### src/rtl/vga_sprite_pkg.sv
// Shared timing defaults, attribute field widths and pipeline flag bundle
// for the VGA sprite compositor.
package vga_sprite_pkg;

    localparam int unsigned CNT_W = 12;
    localparam int unsigned X_W   = 11;
    localparam int unsigned Y_W   = 10;
    localparam int unsigned W_W   = 8;
    localparam int unsigned H_W   = 8;

    localparam int unsigned H_ACT_DEF  = 640;
    localparam int unsigned H_FP_DEF   = 16;
    localparam int unsigned H_SYNC_DEF = 96;
    localparam int unsigned H_BP_DEF   = 48;
    localparam int unsigned V_ACT_DEF  = 480;
    localparam int unsigned V_FP_DEF   = 10;
    localparam int unsigned V_SYNC_DEF = 2;
    localparam int unsigned V_BP_DEF   = 33;

    localparam logic [7:0] TRANSP_IDX_DEF = 8'hFF;
    localparam logic [7:0] BG_IDX_DEF     = 8'h00;

    function automatic int unsigned span_total(input int unsigned act, input int unsigned fp,
                                               input int unsigned sync, input int unsigned bp);
        return act + fp + sync + bp;
    endfunction

    typedef struct packed {
        logic hs;
        logic vs;
        logic active;
        logic hit;
    } pix_flags_t;

    localparam pix_flags_t FLAGS_RST = '{hs: 1'b1, vs: 1'b1, active: 1'b0, hit: 1'b0};

endpackage

### src/rtl/vga_timing_gen.sv
// Free-running pixel/line counters with sync, active-video and the
// once-per-frame attribute load strobe (first pixel of vertical blanking).
module vga_timing_gen
    import vga_sprite_pkg::*;
#(
    parameter int unsigned H_ACT  = H_ACT_DEF,
    parameter int unsigned H_FP   = H_FP_DEF,
    parameter int unsigned H_SYNC = H_SYNC_DEF,
    parameter int unsigned H_BP   = H_BP_DEF,
    parameter int unsigned V_ACT  = V_ACT_DEF,
    parameter int unsigned V_FP   = V_FP_DEF,
    parameter int unsigned V_SYNC = V_SYNC_DEF,
    parameter int unsigned V_BP   = V_BP_DEF
) (
    input  logic             clk,
    input  logic             rst_n,
    output logic [CNT_W-1:0] hcnt,
    output logic [CNT_W-1:0] vcnt,
    output logic             hs,
    output logic             vs,
    output logic             active,
    output logic             frame_load
);

    localparam int unsigned H_TOTAL = span_total(H_ACT, H_FP, H_SYNC, H_BP);
    localparam int unsigned V_TOTAL = span_total(V_ACT, V_FP, V_SYNC, V_BP);

    logic [CNT_W-1:0] hcnt_q, hcnt_d;
    logic [CNT_W-1:0] vcnt_q, vcnt_d;

    always_comb begin
        hcnt_d = hcnt_q + 12'd1;
        vcnt_d = vcnt_q;
        if (hcnt_q == CNT_W'(H_TOTAL - 1)) begin
            hcnt_d = '0;
            if (vcnt_q == CNT_W'(V_TOTAL - 1)) vcnt_d = '0;
            else                               vcnt_d = vcnt_q + 12'd1;
        end
    end

    always_ff @(posedge clk or negedge rst_n) begin
        if (!rst_n) begin
            hcnt_q <= '0;
            vcnt_q <= '0;
        end else begin
            hcnt_q <= hcnt_d;
            vcnt_q <= vcnt_d;
        end
    end

    assign hcnt       = hcnt_q;
    assign vcnt       = vcnt_q;
    assign hs         = !((hcnt_q >= CNT_W'(H_ACT + H_FP)) && (hcnt_q < CNT_W'(H_ACT + H_FP + H_SYNC)));
    assign vs         = !((vcnt_q >= CNT_W'(V_ACT + V_FP)) && (vcnt_q < CNT_W'(V_ACT + V_FP + V_SYNC)));
    assign active     = (hcnt_q < CNT_W'(H_ACT)) && (vcnt_q < CNT_W'(V_ACT));
    assign frame_load = (hcnt_q == '0) && (vcnt_q == CNT_W'(V_ACT));

endmodule

### src/rtl/vga_sprite_engine.sv
// VGA timing plus NUM_SPR-channel rectangle sprite compositor sharing one
// synchronous sprite ROM; emits a palette index aligned with sync/blank.
module vga_sprite_engine
    import vga_sprite_pkg::*;
#(
    parameter int unsigned NUM_SPR    = 4,
    parameter int unsigned ROM_AW     = 17,
    parameter int unsigned H_ACT      = H_ACT_DEF,
    parameter int unsigned H_FP       = H_FP_DEF,
    parameter int unsigned H_SYNC     = H_SYNC_DEF,
    parameter int unsigned H_BP       = H_BP_DEF,
    parameter int unsigned V_ACT      = V_ACT_DEF,
    parameter int unsigned V_FP       = V_FP_DEF,
    parameter int unsigned V_SYNC     = V_SYNC_DEF,
    parameter int unsigned V_BP       = V_BP_DEF,
    parameter logic [7:0]  TRANSP_IDX = TRANSP_IDX_DEF,
    parameter logic [7:0]  BG_IDX     = BG_IDX_DEF
) (
    input  logic                      iVGA_CLK,
    input  logic                      iRST_n,
    input  logic [NUM_SPR-1:0]        iSPR_EN,
    input  logic [NUM_SPR*X_W-1:0]    iSPR_X,
    input  logic [NUM_SPR*Y_W-1:0]    iSPR_Y,
    input  logic [NUM_SPR*W_W-1:0]    iSPR_W,
    input  logic [NUM_SPR*H_W-1:0]    iSPR_H,
    input  logic [NUM_SPR*ROM_AW-1:0] iSPR_BASE,
    output logic [ROM_AW-1:0]         oROM_ADDR,
    input  logic [7:0]                iROM_DATA,
    output logic                      oHS,
    output logic                      oVS,
    output logic                      oBLANK_n,
    output logic [7:0]                oINDEX,
    output logic                      oFRAME_TICK
);

    logic [CNT_W-1:0] hcnt, vcnt;
    logic             hs, vs, active, frame_load;

    vga_timing_gen #(
        .H_ACT (H_ACT),  .H_FP (H_FP),  .H_SYNC (H_SYNC), .H_BP (H_BP),
        .V_ACT (V_ACT),  .V_FP (V_FP),  .V_SYNC (V_SYNC), .V_BP (V_BP)
    ) u_timing (
        .clk        (iVGA_CLK),
        .rst_n      (iRST_n),
        .hcnt       (hcnt),
        .vcnt       (vcnt),
        .hs         (hs),
        .vs         (vs),
        .active     (active),
        .frame_load (frame_load)
    );

    logic [NUM_SPR-1:0]        en_q, en_d;
    logic [NUM_SPR*X_W-1:0]    x_q, x_d;
    logic [NUM_SPR*Y_W-1:0]    y_q, y_d;
    logic [NUM_SPR*W_W-1:0]    w_q, w_d;
    logic [NUM_SPR*H_W-1:0]    h_q, h_d;
    logic [NUM_SPR*ROM_AW-1:0] base_q, base_d;

    always_comb begin
        en_d   = en_q;
        x_d    = x_q;
        y_d    = y_q;
        w_d    = w_q;
        h_d    = h_q;
        base_d = base_q;
        if (frame_load) begin
            en_d   = iSPR_EN;
            x_d    = iSPR_X;
            y_d    = iSPR_Y;
            w_d    = iSPR_W;
            h_d    = iSPR_H;
            base_d = iSPR_BASE;
        end
    end

    logic [ROM_AW-1:0] rom_addr_q, rom_addr_d;
    logic              hit_any;
    logic [CNT_W-1:0]  sx, sy, sw, sh, sx_end, sy_end;
    logic [23:0]       offs;
    int unsigned       ch;

    // Scan from lowest priority upward so the lowest-index hit overwrites last.
    always_comb begin
        hit_any    = 1'b0;
        rom_addr_d = rom_addr_q;
        sx = '0; sy = '0; sw = '0; sh = '0; sx_end = '0; sy_end = '0; offs = '0; ch = 0;
        for (int unsigned k = 0; k < NUM_SPR; k++) begin
            ch     = NUM_SPR - 1 - k;
            sx     = CNT_W'(x_q[ch*X_W +: X_W]);
            sy     = CNT_W'(y_q[ch*Y_W +: Y_W]);
            sw     = CNT_W'(w_q[ch*W_W +: W_W]);
            sh     = CNT_W'(h_q[ch*H_W +: H_W]);
            sx_end = sx + sw;
            sy_end = sy + sh;
            if (en_q[ch] && (hcnt >= sx) && (hcnt < sx_end) && (vcnt >= sy) && (vcnt < sy_end)) begin
                hit_any    = 1'b1;
                offs       = 24'(vcnt - sy) * 24'(sw) + 24'(hcnt - sx);
                rom_addr_d = base_q[ch*ROM_AW +: ROM_AW] + ROM_AW'(offs);
            end
        end
    end

    pix_flags_t s1_q, s1_d, s2_q, s2_d;

    always_comb begin
        s1_d = '{hs: hs, vs: vs, active: active, hit: hit_any};
        s2_d = s1_q;
    end

    always_ff @(posedge iVGA_CLK or negedge iRST_n) begin
        if (!iRST_n) begin
            en_q       <= '0;
            x_q        <= '0;
            y_q        <= '0;
            w_q        <= '0;
            h_q        <= '0;
            base_q     <= '0;
            rom_addr_q <= '0;
            s1_q       <= FLAGS_RST;
            s2_q       <= FLAGS_RST;
        end else begin
            en_q       <= en_d;
            x_q        <= x_d;
            y_q        <= y_d;
            w_q        <= w_d;
            h_q        <= h_d;
            base_q     <= base_d;
            rom_addr_q <= rom_addr_d;
            s1_q       <= s1_d;
            s2_q       <= s2_d;
        end
    end

    // ROM data arrives in the stage-2 cycle, so the final mux stays combinational.
    assign oINDEX      = (s2_q.active && s2_q.hit && (iROM_DATA != TRANSP_IDX)) ? iROM_DATA : BG_IDX;
    assign oROM_ADDR   = rom_addr_q;
    assign oHS         = s2_q.hs;
    assign oVS         = s2_q.vs;
    assign oBLANK_n    = s2_q.active;
    assign oFRAME_TICK = frame_load;

endmodule

### config.mk
export PLATFORM = sky130hd
export DESIGN_NAME = vga_sprite_engine
export DESIGN_NICKNAME = d
export VERILOG_FILES = /design/src/rtl/vga_sprite_pkg.sv /design/src/rtl/vga_timing_gen.sv /design/src/rtl/vga_sprite_engine.sv
export SDC_FILE = /design/constraint.sdc
export NUM_CORES = 2
export LEC_CHECK = 0
export ABC_AREA = 1
export CORE_ASPECT_RATIO = 2
export CORE_UTILIZATION = 45
export CTS_CLUSTER_DIAMETER = 120
export DETAILED_ROUTE_END_ITERATION = 16
export PLACE_DENSITY = 0.7
export SYNTH_ARGS = -nofsm -noshare
export SYNTH_HDL_FRONTEND = slang
export SYNTH_SLANG_ARGS = --single-unit
### constraint.sdc
create_clock -name iVGA_CLK -period 14.9 [get_ports iVGA_CLK]
set_input_delay 2.98 -clock iVGA_CLK [delete_from_list [all_inputs] [get_ports iVGA_CLK]]
set_output_delay 2.98 -clock iVGA_CLK [all_outputs]
set_load 0.05 [all_outputs]
# Word-level counts from Yosys, hierarchy flattened
# Index checks and enable logic that the tools add are counted.
# totals
regBits	269
input_bits	230
output_inout_bits	29
elab_cells	110
# classes
n_addsub	26
n_mul	4
n_lt_le_gt_ge	22
n_eq_ne	4
muxes	11
n_reduce_logical	26
# op_table
cell	count
$add A17 B13 Y17	4
$add A17 B17 Y17	4
$mul A13 B9 Y17	4
$mux W17	4
$sub A12 B10 Y13	4
$sub A12 B11 Y13	4
$add A11 B8 Y12	4
$ge A12 B10 Y1	4
$ge A12 B11 Y1	4
$lt A12 B11 Y1	4
$lt A12 B12 Y1	4
$add A10 B8 Y11	4
$add A12 B1 Y12 const B	2
$eq A12 B10 Y1 const B	2
$lt A12 B10 Y1 const B	2
$lt A12 B9 Y1 const B	2
$mux W12	2
$logic_and A1 B1 Y1	22
$eq A12 B9 Y1 const B	1
$ge A12 B10 Y1 const B	1
$ge A12 B9 Y1 const B	1
$logic_not A12 Y1	1
$mux W8	1
$ne A8 B8 Y1 const B	1
other kinds (3)	7

# Logic depth before layout (Yosys ltp)
# logic_depth
depth_word	9
depth_mapped	37
depth_no_buf	37

# Modules after synthesis
# A second synthesis with hierarchy kept.
# unflattened
cells_unflattened	4526
hier_area_um2	36211.0
# modules_own_cells
module	instances	cells_per_inst	area_per_inst_um2
vga_sprite_engine	1	4303	34637.0
vga_timing_gen	1	223	1574.0

# Worst setup path after synthesis
# No wires, ideal clock.
# synth_timing
path_type	input to output
startpoint	in iROM_DATA[7]
endpoint	out oINDEX[0]
arrival_time_ps	3982
required_time_ps	11920
slack_ps	7938
path_stages	3
cell_sequence	nand4_1 -> o211ai_1 -> nor2_1
# synth_via
elab_chain_cells	3
# synth_rtl
element	line_no	source
from (decl)	vga_sprite_engine.sv:28	input logic [7:0] iROM_DATA,
$ne A8 B8 Y1	vga_sprite_engine.sv:136	assign oINDEX = (s2_q.active && s2_q.hit && (iROM_DATA != TRANSP_IDX)) ? iROM_DATA : BG_IDX;
$logic_and A1 B1 Y1	vga_sprite_engine.sv:136	
$mux W8	vga_sprite_engine.sv:136	
to (decl)	vga_sprite_engine.sv:32	output logic [7:0] oINDEX,
# No other way between the ends.

# Worst setup path after layout
# layout_timing
startpoint	reg u_timing.vcnt_q[11], in the netlist u_timing.vcnt[11]
endpoint	out oFRAME_TICK
# layout_via
elab_chain_cells	2
# layout_rtl
element	line_no	source
from (decl)	vga_timing_gen.sv:29	logic [CNT_W-1:0] vcnt_q, vcnt_d;
from (signal assigned)	vga_timing_gen.sv:47	vcnt_q <= vcnt_d;
$eq A12 B9 Y1	vga_timing_gen.sv:56	assign frame_load = (hcnt_q == '0) && (vcnt_q == CNT_W'(V_ACT));
$logic_and A1 B1 Y1	vga_timing_gen.sv:56	
to (decl)	vga_sprite_engine.sv:33	output logic oFRAME_TICK
# No other way between the ends.

==> results.tsv <==
metric	value	unit
CTS root buf	clkbuf_16	
Seq/Total Area, Yosys	0.189	
Site Rows	145	
RR Startpoint	u_timing.vcnt[2]	
n_diodes	0	
cts-stage hold buffer count	0	
TritonRoute pass-1 iters	7	
clock buffer depth	3	
Fin. Hold Viols	0	
PD cells	40.8	nW/um2
final clock skew	0.0181	ns
Cells after Synth	4625	
core area	78200	um2
total CTS buffers	29	
initial cell density of the core	0.456	
IO Port Bufs	258	
vias per cell	5.31	
Hold Startpoint	s1_q[0]	
Pleak	21.8	nW
Clock Sinks	269	
PostCTS Resize Cnt	0	
run status	finished clean	
Cell variety after synth	62	
Worst Hold Class	reg2reg	
first-pass GRT wire length	183	mm
Clock transition at path regs	0.07	ns
RSZ-0062 raised after global routing	no	
DRC errors left	0	
crit start category	flop	
share of Yosys cell area claimed by the top area cell type	0.218	
Hold Path Cell Cnt	0	
max-slew violations	0	
top-count cell post-synth	nand2_1	
Synth async-reset ratio	1.00	
VDD IR max	80.8	uV
initial detailed-routing violation count	1786	
Final Cycle Share	0.548	
number of global-route vias before repair	33100	
Die ar.	80500	um2
total gr overflow	0	
top post-synthesis cells by count	nand2_1, inv_1, ha_1	
post-synthesis register bit count	269	
CP max FO	81	
vias	31300	
drt wl/cell	20.1	um
die height	400	um
# fillers	7565	
Syn-to-layout area delta	13.1	%
Ports	259	
Setup crit end kind	output port	
chip width	201	um
Worst Tran Pin Value	1.14	ns
Worst EP arrival	5.19	ns
Netlist Area Pre-Place	35700	um2
routability congestion estimate	0.977	
wirelength, routed	118	mm
dominant cell type by area after synthesis	fa_1	
Worst R2R Path Depth	31	
Highest Clock Rate	122	MHz
antenna violations before repair	2	
prevailing post-synth register cell	dfrtp_1	
Avg Cell Area, Syn	7.71	um2
Layout Nets	5860	
setup tns final	0	ns
CTS H-Tree Depth	1	
synthesized net count	5643	
largest net degree at the start of global routing	105	
Max Cap Viol	0	
fraction of layout cells with a size suffix above 1	0.0296	
final antenna-violating net count	0	
crit path from	u_timing.vcnt[11]	
synth top area cells	fa_1, dfrtp_1, ha_1	
Final Hold Slack	0.348	ns
critical path data required time	11.92	ns
Final HPWL DP	98.0	mm
Tmin final	8.17	ns
Post-CTS Setup Inserts	0	
EDFF count, synth	0	
clk_lat worst skew	0.64	ns
Slew headroom	0.241	
gr usage total	0.302	
Synth Warn #	0	
WS Path Type	reg2out	
# setup viols final	0	
CTS tree	done	
path summary, 6_finish.rpt:
path / endpoint / slack (ns)
hold reg to reg: s2_q[0] / 0.35
min in group asynchronous: h_q[17] / 2.36
max in group asynchronous: oROM_ADDR[5] / 11.01
setup reg to reg: oROM_ADDR[14] / 7.20
hold / removal: s2_q[0] / 0.35
setup / recovery: oFRAME_TICK / 6.73
registers in the layout (all words and copies together) (netlist names):
name,flops
base_q,68
x_q,44
y_q,40
h_q,32
w_q,32
oROM_ADDR,17
u_timing.hcnt,12
u_timing.vcnt,12
en_q,4
s1_q,4
oBLANK_n,1
oHS,1
oVS,1
s2_q,1
critical path: stages, from the launching register on:
cell,delay (ns)
dfrtp_1,0.78
nor2_2,0.50
inv_4,0.16
nor2_1,0.11
inv_1,0.08
nor4_1,0.56
nand3_4,0.75
inv_8,0.64
clkdlybuf4s50_1,0.90
layout by cell type, fill, tap and decap left out, drive strengths merged, types with 3 or more instances in the layout:
master	Yosys	final
dfstp	4	4
o21ai	209	209
a21oi	252	252
clkinvlp	0	5
nor4	9	9
a21o	5	5
buf	46	24
nand3b	4	4
a21boi	7	7
dfrtp	265	265
and2	5	5
a22oi	3	3
bufinv	0	6
xnor2	56	56
nand2	1160	1160
nor2	253	253
a211oi	10	10
xor2	150	150
a31oi	15	15
o21bai	34	34
inv	992	995
clkinv	10	15
o211ai	15	15
ha	400	400
nor3	35	35
nand3	171	171
or2	12	12
clkdlybuf4s50	0	257
nand4	37	37
fa	388	388
o31ai	6	6
clkbuf	49	34
layout make-up:
type                       count  area [um2]  share of cell area
timing repair buffer         281        2760              0.0684
clock buffer                  34         774              0.0192
tap                         1029        1290              0.0319
sequential                   269        6740               0.167
clock inverter                19         295             0.00732
inverter                    1002        3770              0.0934
multi-input combinational   3259       24700               0.613
power by group:
| part | switching, W | leakage (nW) | internal (W) | total [W] |
|---|---|---|---|---|
| Clock | 0.000356 | 0.506 | 0.000481 | 0.000836 |
| Sequential | 0 | 2.57 | 0.000730 | 0.000730 |
| Combinational | 0.0000257 | 18.8 | 0.0000528 | 0.0000785 |
cells by family after synthesis:
kind of cell,Yosys count,share of synthesized area
adders and majority gates,788,0.358
xor gates and xnor gates,207,0.0512
buffers and inverters,1097,0.118
and+or+nand+nor,1689,0.194
AOI/OAI and AO/OA,575,0.0900
DFF,269,0.189
per-layer routing:
layer | vias up | GRT usage | share of wire
met5 | - | 0 | 0
met4 | 0 | 0.253 | 0.097
met3 | 403 | 0.0336 | 0.051
met2 | 1032 | 0.554 | 0.51
met1 | 15100 | 0.306 | 0.34
li1 | 14700 | - | -
through the flow:
step | util | instance area (um2) | total power [W] | setup WS (ns) | std cells
6_report | 0.516 | 40400 | 0.00164 | 6.73 | 5893
5_1_grt | 0.516 | 40400 | 0.00168 | 6.57 | 5893
4_1_cts | 0.516 | 40400 | 0.00167 | 6.68 | 5893
3_5_place_dp | 0.502 | 39300 | 0.000823 | 6.96 | 5840
3_3_place_gp | 0.502 | 39300 | 0.000823 | 7.04 | 5840
2_1_floorplan | - | 35700 | 0.000745 | 7.94 | 4625
(Power assumes the default switching activity.)
